## src/rtl/row_cnt_fetch_ctrl.sv

```systemverilog
// Per-column read sequencer that streams row counts from the ROW count banks into the PE columns.
// Each channel hides the bank's 1-cycle read latency behind a 3-entry skid FIFO and yields the bank to SPI writes.
module row_cnt_fetch_ctrl #(
    parameter  int N_PE_COL       = 5,
    parameter  int DEPTH_ROW_BANK = 2048,
    localparam int AW             = $clog2(DEPTH_ROW_BANK)
) (
    input  logic                        clk,
    input  logic                        rst,
    input  logic [N_PE_COL-1:0]         start,
    input  logic [N_PE_COL-1:0][AW-1:0] base_addr,
    input  logic [N_PE_COL-1:0][AW:0]   num_rows,
    input  logic [N_PE_COL-1:0]         spi_wen_row_bank_sync,
    output logic [N_PE_COL-1:0][AW-1:0] raddr_row_cnt_bank,
    output logic [N_PE_COL-1:0]         ren_row_cnt_bank,
    input  logic [N_PE_COL-1:0][5:0]    row_cnt_data,
    output logic [N_PE_COL-1:0]         cnt_valid,
    output logic [N_PE_COL-1:0][5:0]    cnt_data,
    output logic [N_PE_COL-1:0]         cnt_last,
    input  logic [N_PE_COL-1:0]         cnt_ready,
    output logic [N_PE_COL-1:0]         busy,
    output logic [N_PE_COL-1:0]         done
);

    typedef enum logic [1:0] {
        IDLE  = 2'd0,
        FETCH = 2'd1,
        DRAIN = 2'd2
    } state_t;

    localparam logic [AW-1:0] ADDR_MAX = AW'(DEPTH_ROW_BANK - 1);
    localparam logic [AW:0]   REM_ONE  = (AW+1)'(1);

    for (genvar c = 0; c < N_PE_COL; c++) begin : g_ch
        state_t        state_q, state_d;
        logic [AW-1:0] addr_q;
        logic [AW-1:0] raddr_q;
        logic [AW:0]   remaining_q;
        logic          inflight_q;
        logic          inflight_last_q;
        logic [1:0]    wr_ptr_q, rd_ptr_q;
        logic [1:0]    occ_q;
        logic          done_q;
        logic [6:0]    fifo_mem [3];
        logic [6:0]    head;
        logic          ren, push, pop, valid, start_ok;

        assign valid    = (occ_q != 2'd0);
        assign pop      = valid & cnt_ready[c];
        assign push     = inflight_q;
        assign head     = fifo_mem[rd_ptr_q];
        assign start_ok = (state_q == IDLE) & start[c];

        // NOTE: every signal written here gets a default first, so no path leaves one unassigned and no latch is inferred.
        always_comb begin
            state_d = state_q;
            ren     = 1'b0;
            case (state_q)
                IDLE: begin
                    if (start[c] && num_rows[c] != '0)
                        state_d = FETCH;
                end
                FETCH: begin
                    // Reserve a FIFO slot for the read already in flight so a stalled consumer never overflows it.
                    ren = (remaining_q != '0) && !spi_wen_row_bank_sync[c] &&
                          (({1'b0, occ_q} + {2'b00, inflight_q}) < 3'd3);
                    if (ren && remaining_q == REM_ONE)
                        state_d = DRAIN;
                end
                DRAIN: begin
                    if (pop && head[0])
                        state_d = IDLE;
                end
                default: state_d = IDLE;
            endcase
        end

        // NOTE: sequential state uses non-blocking assignments so every register samples pre-edge values.
        always_ff @(posedge clk) begin
            if (rst) begin
                state_q         <= IDLE;
                addr_q          <= '0;
                raddr_q         <= '0;
                remaining_q     <= '0;
                inflight_q      <= 1'b0;
                inflight_last_q <= 1'b0;
                wr_ptr_q        <= 2'd0;
                rd_ptr_q        <= 2'd0;
                occ_q           <= 2'd0;
                done_q          <= 1'b0;
            end else begin
                state_q         <= state_d;
                inflight_q      <= ren;
                inflight_last_q <= ren && (remaining_q == REM_ONE);
                done_q          <= (start_ok && num_rows[c] == '0) ||
                                   (state_q == DRAIN && pop && head[0]);

                if (start_ok) begin
                    addr_q      <= base_addr[c];
                    remaining_q <= num_rows[c];
                end else if (ren) begin
                    addr_q      <= (addr_q == ADDR_MAX) ? '0 : addr_q + 1'b1;
                    remaining_q <= remaining_q - 1'b1;
                    raddr_q     <= addr_q;
                end

                if (push)
                    wr_ptr_q <= (wr_ptr_q == 2'd2) ? 2'd0 : wr_ptr_q + 2'd1;
                if (pop)
                    rd_ptr_q <= (rd_ptr_q == 2'd2) ? 2'd0 : rd_ptr_q + 2'd1;

                case ({push, pop})
                    2'b10:   occ_q <= occ_q + 2'd1;
                    2'b01:   occ_q <= occ_q - 2'd1;
                    default: occ_q <= occ_q;
                endcase
            end
        end

        // NOTE: FIFO storage is not reset; occupancy gates every read of it, so stale contents are never visible.
        always_ff @(posedge clk) begin
            if (push)
                fifo_mem[wr_ptr_q] <= {row_cnt_data[c], inflight_last_q};
        end

        assign ren_row_cnt_bank[c]   = ren;
        assign raddr_row_cnt_bank[c] = ren ? addr_q : raddr_q;
        assign cnt_valid[c]          = valid;
        assign cnt_data[c]           = valid ? head[6:1] : 6'd0;
        assign cnt_last[c]           = valid & head[0];
        assign busy[c]               = (state_q != IDLE);
        assign done[c]               = done_q;
    end

endmodule

```

## config.mk

```make
export PLATFORM = sky130hd
export DESIGN_NAME = row_cnt_fetch_ctrl
export DESIGN_NICKNAME = d
export VERILOG_FILES = /design/src/rtl/row_cnt_fetch_ctrl.sv
export SDC_FILE = /design/constraint.sdc
export NUM_CORES = 1
export LEC_CHECK = 0
export BUFFER_PORTS_ARGS = -buffer_cell sky130_fd_sc_hd__buf_2
export CORE_ASPECT_RATIO = 1.5
export CORE_MARGIN = 2
export CORE_UTILIZATION = 45
export CTS_CLUSTER_DIAMETER = 120
export DETAILED_ROUTE_END_ITERATION = 10
export GPL_TIMING_DRIVEN = 0
export PLACE_DENSITY = 0.78
export SETUP_SLACK_MARGIN = 0.3
export SLEW_MARGIN = 10
export SYNTH_ARGS = -nofsm -noshare
export SYNTH_HDL_FRONTEND = slang
export SYNTH_SLANG_ARGS = --single-unit
```

## constraint.sdc

```tcl
create_clock -name clk -period 3 [get_ports clk]
set_input_delay 0.75 -clock clk [delete_from_list [all_inputs] [get_ports clk]]
set_output_delay 0.75 -clock clk [all_outputs]
set_load 0.01 [all_outputs]
```

==> results.tsv <==
metric	value	unit
run status	finished, violations left	
failing checks	negative setup slack	
aggregate routed wire length	49500	um
PnR worst setup slack	-0.451	ns
CTS Buf Count	31	
total via count in the routed design	14600	
met2 routed WL	25300	um
Yosys warning total	0	
met3 wire len	3120	um
root buffer selected by CTS	clkbuf_16	
insertion delay to the later sink of the worst-skew pair	0.58	ns
overall fraction of global-route tracks in use	25.8	%
initial DRC count	1030	
initial antenna violation count	3	
share of the synthesized area in the top cell type	29.6	%
total power density per cell area	540	nW/um^2
post-synthesis compound-gate area fraction	14.1	%
number of vias per cell after detailed routing	5.74	
max-cap check violation count	0	
number of enable-type register cells in the synthesized netlist	105	
layout cells sized above 1	28.4	%
Worst Hold Class	in -> reg	
Setup crit end kind	output port	
post-synthesis mux area share	6.37	%
number of rows created at floorplan	84	
R2R setup slack	0.17	ns
number of nets produced by synthesis	1847	
met1 WL	17900	um
Max VDD drop	0.000496	V
Reg clk slew, reported paths	0.07	ns
most frequently used flop master after synthesis	dfxtp_1	
minimum clock period after layout	3.45	ns
Core Area	34900	um^2
largest cells by area after synthesis	dfxtp_1, edfxtp_1, nor2_1, a21oi_1, mux2_2	
worst r2r path cells	12	
pin count of the biggest net entering global routing	17	
DRC errors left	0	
combinational family with the most area after synthesis	simple AND/OR/NAND/NOR gates	
Worst Path Required	2.25	ns
total iterations of the first detailed-routing run	8	
top layer in use	met4	
Hold Fails Final Rpt	0	
Final nets	2232	
arithmetic-cell share of the synthesized area counting full adders, half adders and majority gates	2.76	%
basic-gate share of the synthesized area counting and, or, nand and nor cells	21.1	%
sequential cell fraction of total power	46.1	%
number of clock sinks	340	
switching share of power	28.3	%
post-detail-place hpwl	34800	um
largest area contributor in the synthesized netlist	dfxtp_1	
synthesized area per cell	9.62	um^2
Final Setup Violations	60	
relative slew slack	21.6	%
synthesis-to-finish area growth	31.0	%
biggest fanout along the worst timing path	4	
end of the worst register-to-register path	g_ch[1].remaining_q[11]	
Clk network pwr share	34.9	%
# H-tree levels	1	
clk buf depth	3	
startpoint types	register	
Period Utilization, post-route	115	%
beginning of the worst register-to-register path	g_ch[1].occ_q[0]	
Final Skew	0.0227	ns
Top Ports	272	
proportion of register bits with asynchronous set or reset after synthesis	0	%
die extent in x	157	um
average routed wire per standard cell	19.5	um
RSZ-0062 raised after global routing	true	
signal arrival time at the worst endpoint	2.70	ns
vias in the first global route	14200	
utilization after layout	59.6	%
Worst Setup Path Type	reg -> out	
Final ANT Viol Nets	0	
Max Fclk	290	MHz
flop and latch count out of synthesis	340	
routability cong.	0.933	
floorplan die area	36800	um^2
final-report max-slew violation count	0	
share of total power in combinational logic	19.0	%
post-synthesis instance area	15900	um^2
sequential-to-total area share from yosys stat	49.5	%
WHS Path Cells	1	
overall die height	234	um
slew at the pin closest to its max-slew limit	1.17	ns
CTS tree	done	
Starting Density	45.5	%
worst hold-check slack	0.373	ns
power spent charging and discharging nets	0.00318	W
static leakage	8.11	nW
post-layout power	0.0112	W
overflow left after global routing	0	
launch instance of the worst min-delay path	row_cnt_data[28]	
count of hold buffers inserted by post-cts repair	0	
count of cell types in the netlist	76	
post-synthesis instance total	1650	
Power Internal	0.00805	W
worst min-delay path endpoint	g_ch[4].fifo_mem[1][5]	
XOR/XNOR Fraction of Synth Area	1.93	%
wire length of the first global-routing pass	74600	um
quantity of I/O buffers inserted on ports	270	
## kinds of logic after synthesis
logic type                 Yosys count
muxes                               94
and+or+nand+nor                    644
xor gates and xnor gates            35
buffers and inverters              157
DFF                                340
adders and majority gates           35
AOI/OAI and AO/OA                  345
## sequential cells by signal, indices dropped and copies added (netlist names), named ones only
| register | count |
|---|---|
| g_ch.raddr_q | 55 |
| g_ch.inflight_last_q | 5 |
| g_ch.inflight_q | 5 |
| g_ch.done_q | 5 |
| g_ch.state_q | 10 |
| g_ch.addr_q | 55 |
| g_ch.occ_q | 10 |
| g_ch.remaining_q | 60 |
| g_ch.fifo_mem | 105 |
| g_ch.rd_ptr_q | 10 |
| g_ch.wr_ptr_q | 10 |
## power by group through the flow
stage	clock (W)	sequential, W	combinational (W)
3_5_place_dp	0	0.00526	0.00174
2_1_floorplan	0	0.00520	0.00116
4_1_cts	0.00397	0.00516	0.00203
6_report	0.00392	0.00518	0.00214
5_1_grt	0.00415	0.00521	0.00231
3_3_place_gp	0	0.00525	0.00170
## how the worst max path moves through the flow
stage                             start                endpoint  slack, ns  depth (start not counted)
2_1_floorplan  spi_wen_row_bank_sync[0]   raddr_row_cnt_bank[0]       0.21                          6
3_3_place_gp   spi_wen_row_bank_sync[0]   raddr_row_cnt_bank[5]      -0.44                          8
3_5_place_dp   spi_wen_row_bank_sync[0]   raddr_row_cnt_bank[5]      -0.42                          8
4_1_cts              g_ch[2].inflight_q  raddr_row_cnt_bank[32]      -0.53                          9
5_1_grt              g_ch[4].inflight_q  raddr_row_cnt_bank[50]      -0.52                         10
6_report             g_ch[2].inflight_q  raddr_row_cnt_bank[28]      -0.45                          9
## layer usage
layer	vias up	GRT usage [%]
li1	6813	-
met1	6893	29.1
met2	658	46.8
met3	186	2.96
met4	0	15.0
met5	-	0
## per-stage QoR
stage / area, um^2 / setup TNS (ns) / setup slack (ns) / instances
CTS: 20400 / -24.13 / -0.533 / 2511
finish: 20800 / -21.58 / -0.451 / 2537
global route: 20800 / -26.01 / -0.519 / 2536
detailed placement: 18000 / -10.90 / -0.424 / 2393
floorplan: 16100 / 0 / 0.215 / 1650
global placement: 18000 / -10.28 / -0.444 / 2393
## worst max-delay path, cell delays in order, from the launching register on
cell,delay [ns]
dfxtp_4,0.35
ha_4,0.16
ha_4,0.20
a211o_1,0.31
nor3b_2,0.26
nand2_2,0.14
inv_4,0.12
buf_12,0.12
mux2_4,0.32
buf_6,0.13
## area by class of cell
class                   instances  area [um^2]
plain buffers                 104          666
clock inverters                14          111
fillers                      2906        14100
repair buffers                352         2470
multi-input cells            1153         7950
inverters                      53          229
flip-flops and latches        340         7890
clock buffers                  44          891
well taps                     473          592
diodes                          4         10.0
## Yosys cell counts, drive strengths merged (34+ instances only)
master / number
a211oi: 34
mux2: 56
inv: 53
nand3: 46
nor2b: 63
ha: 35
nor2: 203
nand2: 96
dfxtp: 235
mux2i: 38
clkbuf: 73
a21oi: 132
edfxtp: 105
nor3: 56
## repair_timing
item                                    4_1_cts  5_1_grt
setup buffers                                57       22
pin swaps                                    28       26
cloned                                        3        0
endpoints found under the setup margin      108       85
gates resized for setup                     204       53
## cell usage in the layout (no fill, tap or decap), drive strengths merged, types with 7 or more instances in the layout
| master | n |
|---|---|
| buf | 386 |
| dfxtp | 235 |
| nor2 | 203 |
| a21oi | 132 |
| clkbuf | 114 |
| edfxtp | 105 |
| nand2 | 96 |
| nor2b | 63 |
| nor3 | 56 |
| mux2 | 56 |
| inv | 53 |
| nand3 | 46 |
| mux2i | 38 |
| ha | 35 |
| a211oi | 34 |
| a31oi | 33 |
| o21ai | 33 |
| nor4 | 32 |
| nand4 | 31 |
| xor2 | 26 |
| or3 | 22 |
| nor3b | 19 |
| o211ai | 18 |
| a32oi | 16 |
| a311oi | 14 |
| clkinv | 13 |
| nand2b | 10 |
| a22oi | 10 |
| and4 | 9 |
| nand3b | 9 |
| o311ai | 9 |
| and3 | 9 |
| xnor2 | 9 |
| and2 | 8 |
| or4 | 8 |
| o21a | 7 |
Note: power is estimated with default switching activity, not from simulation.
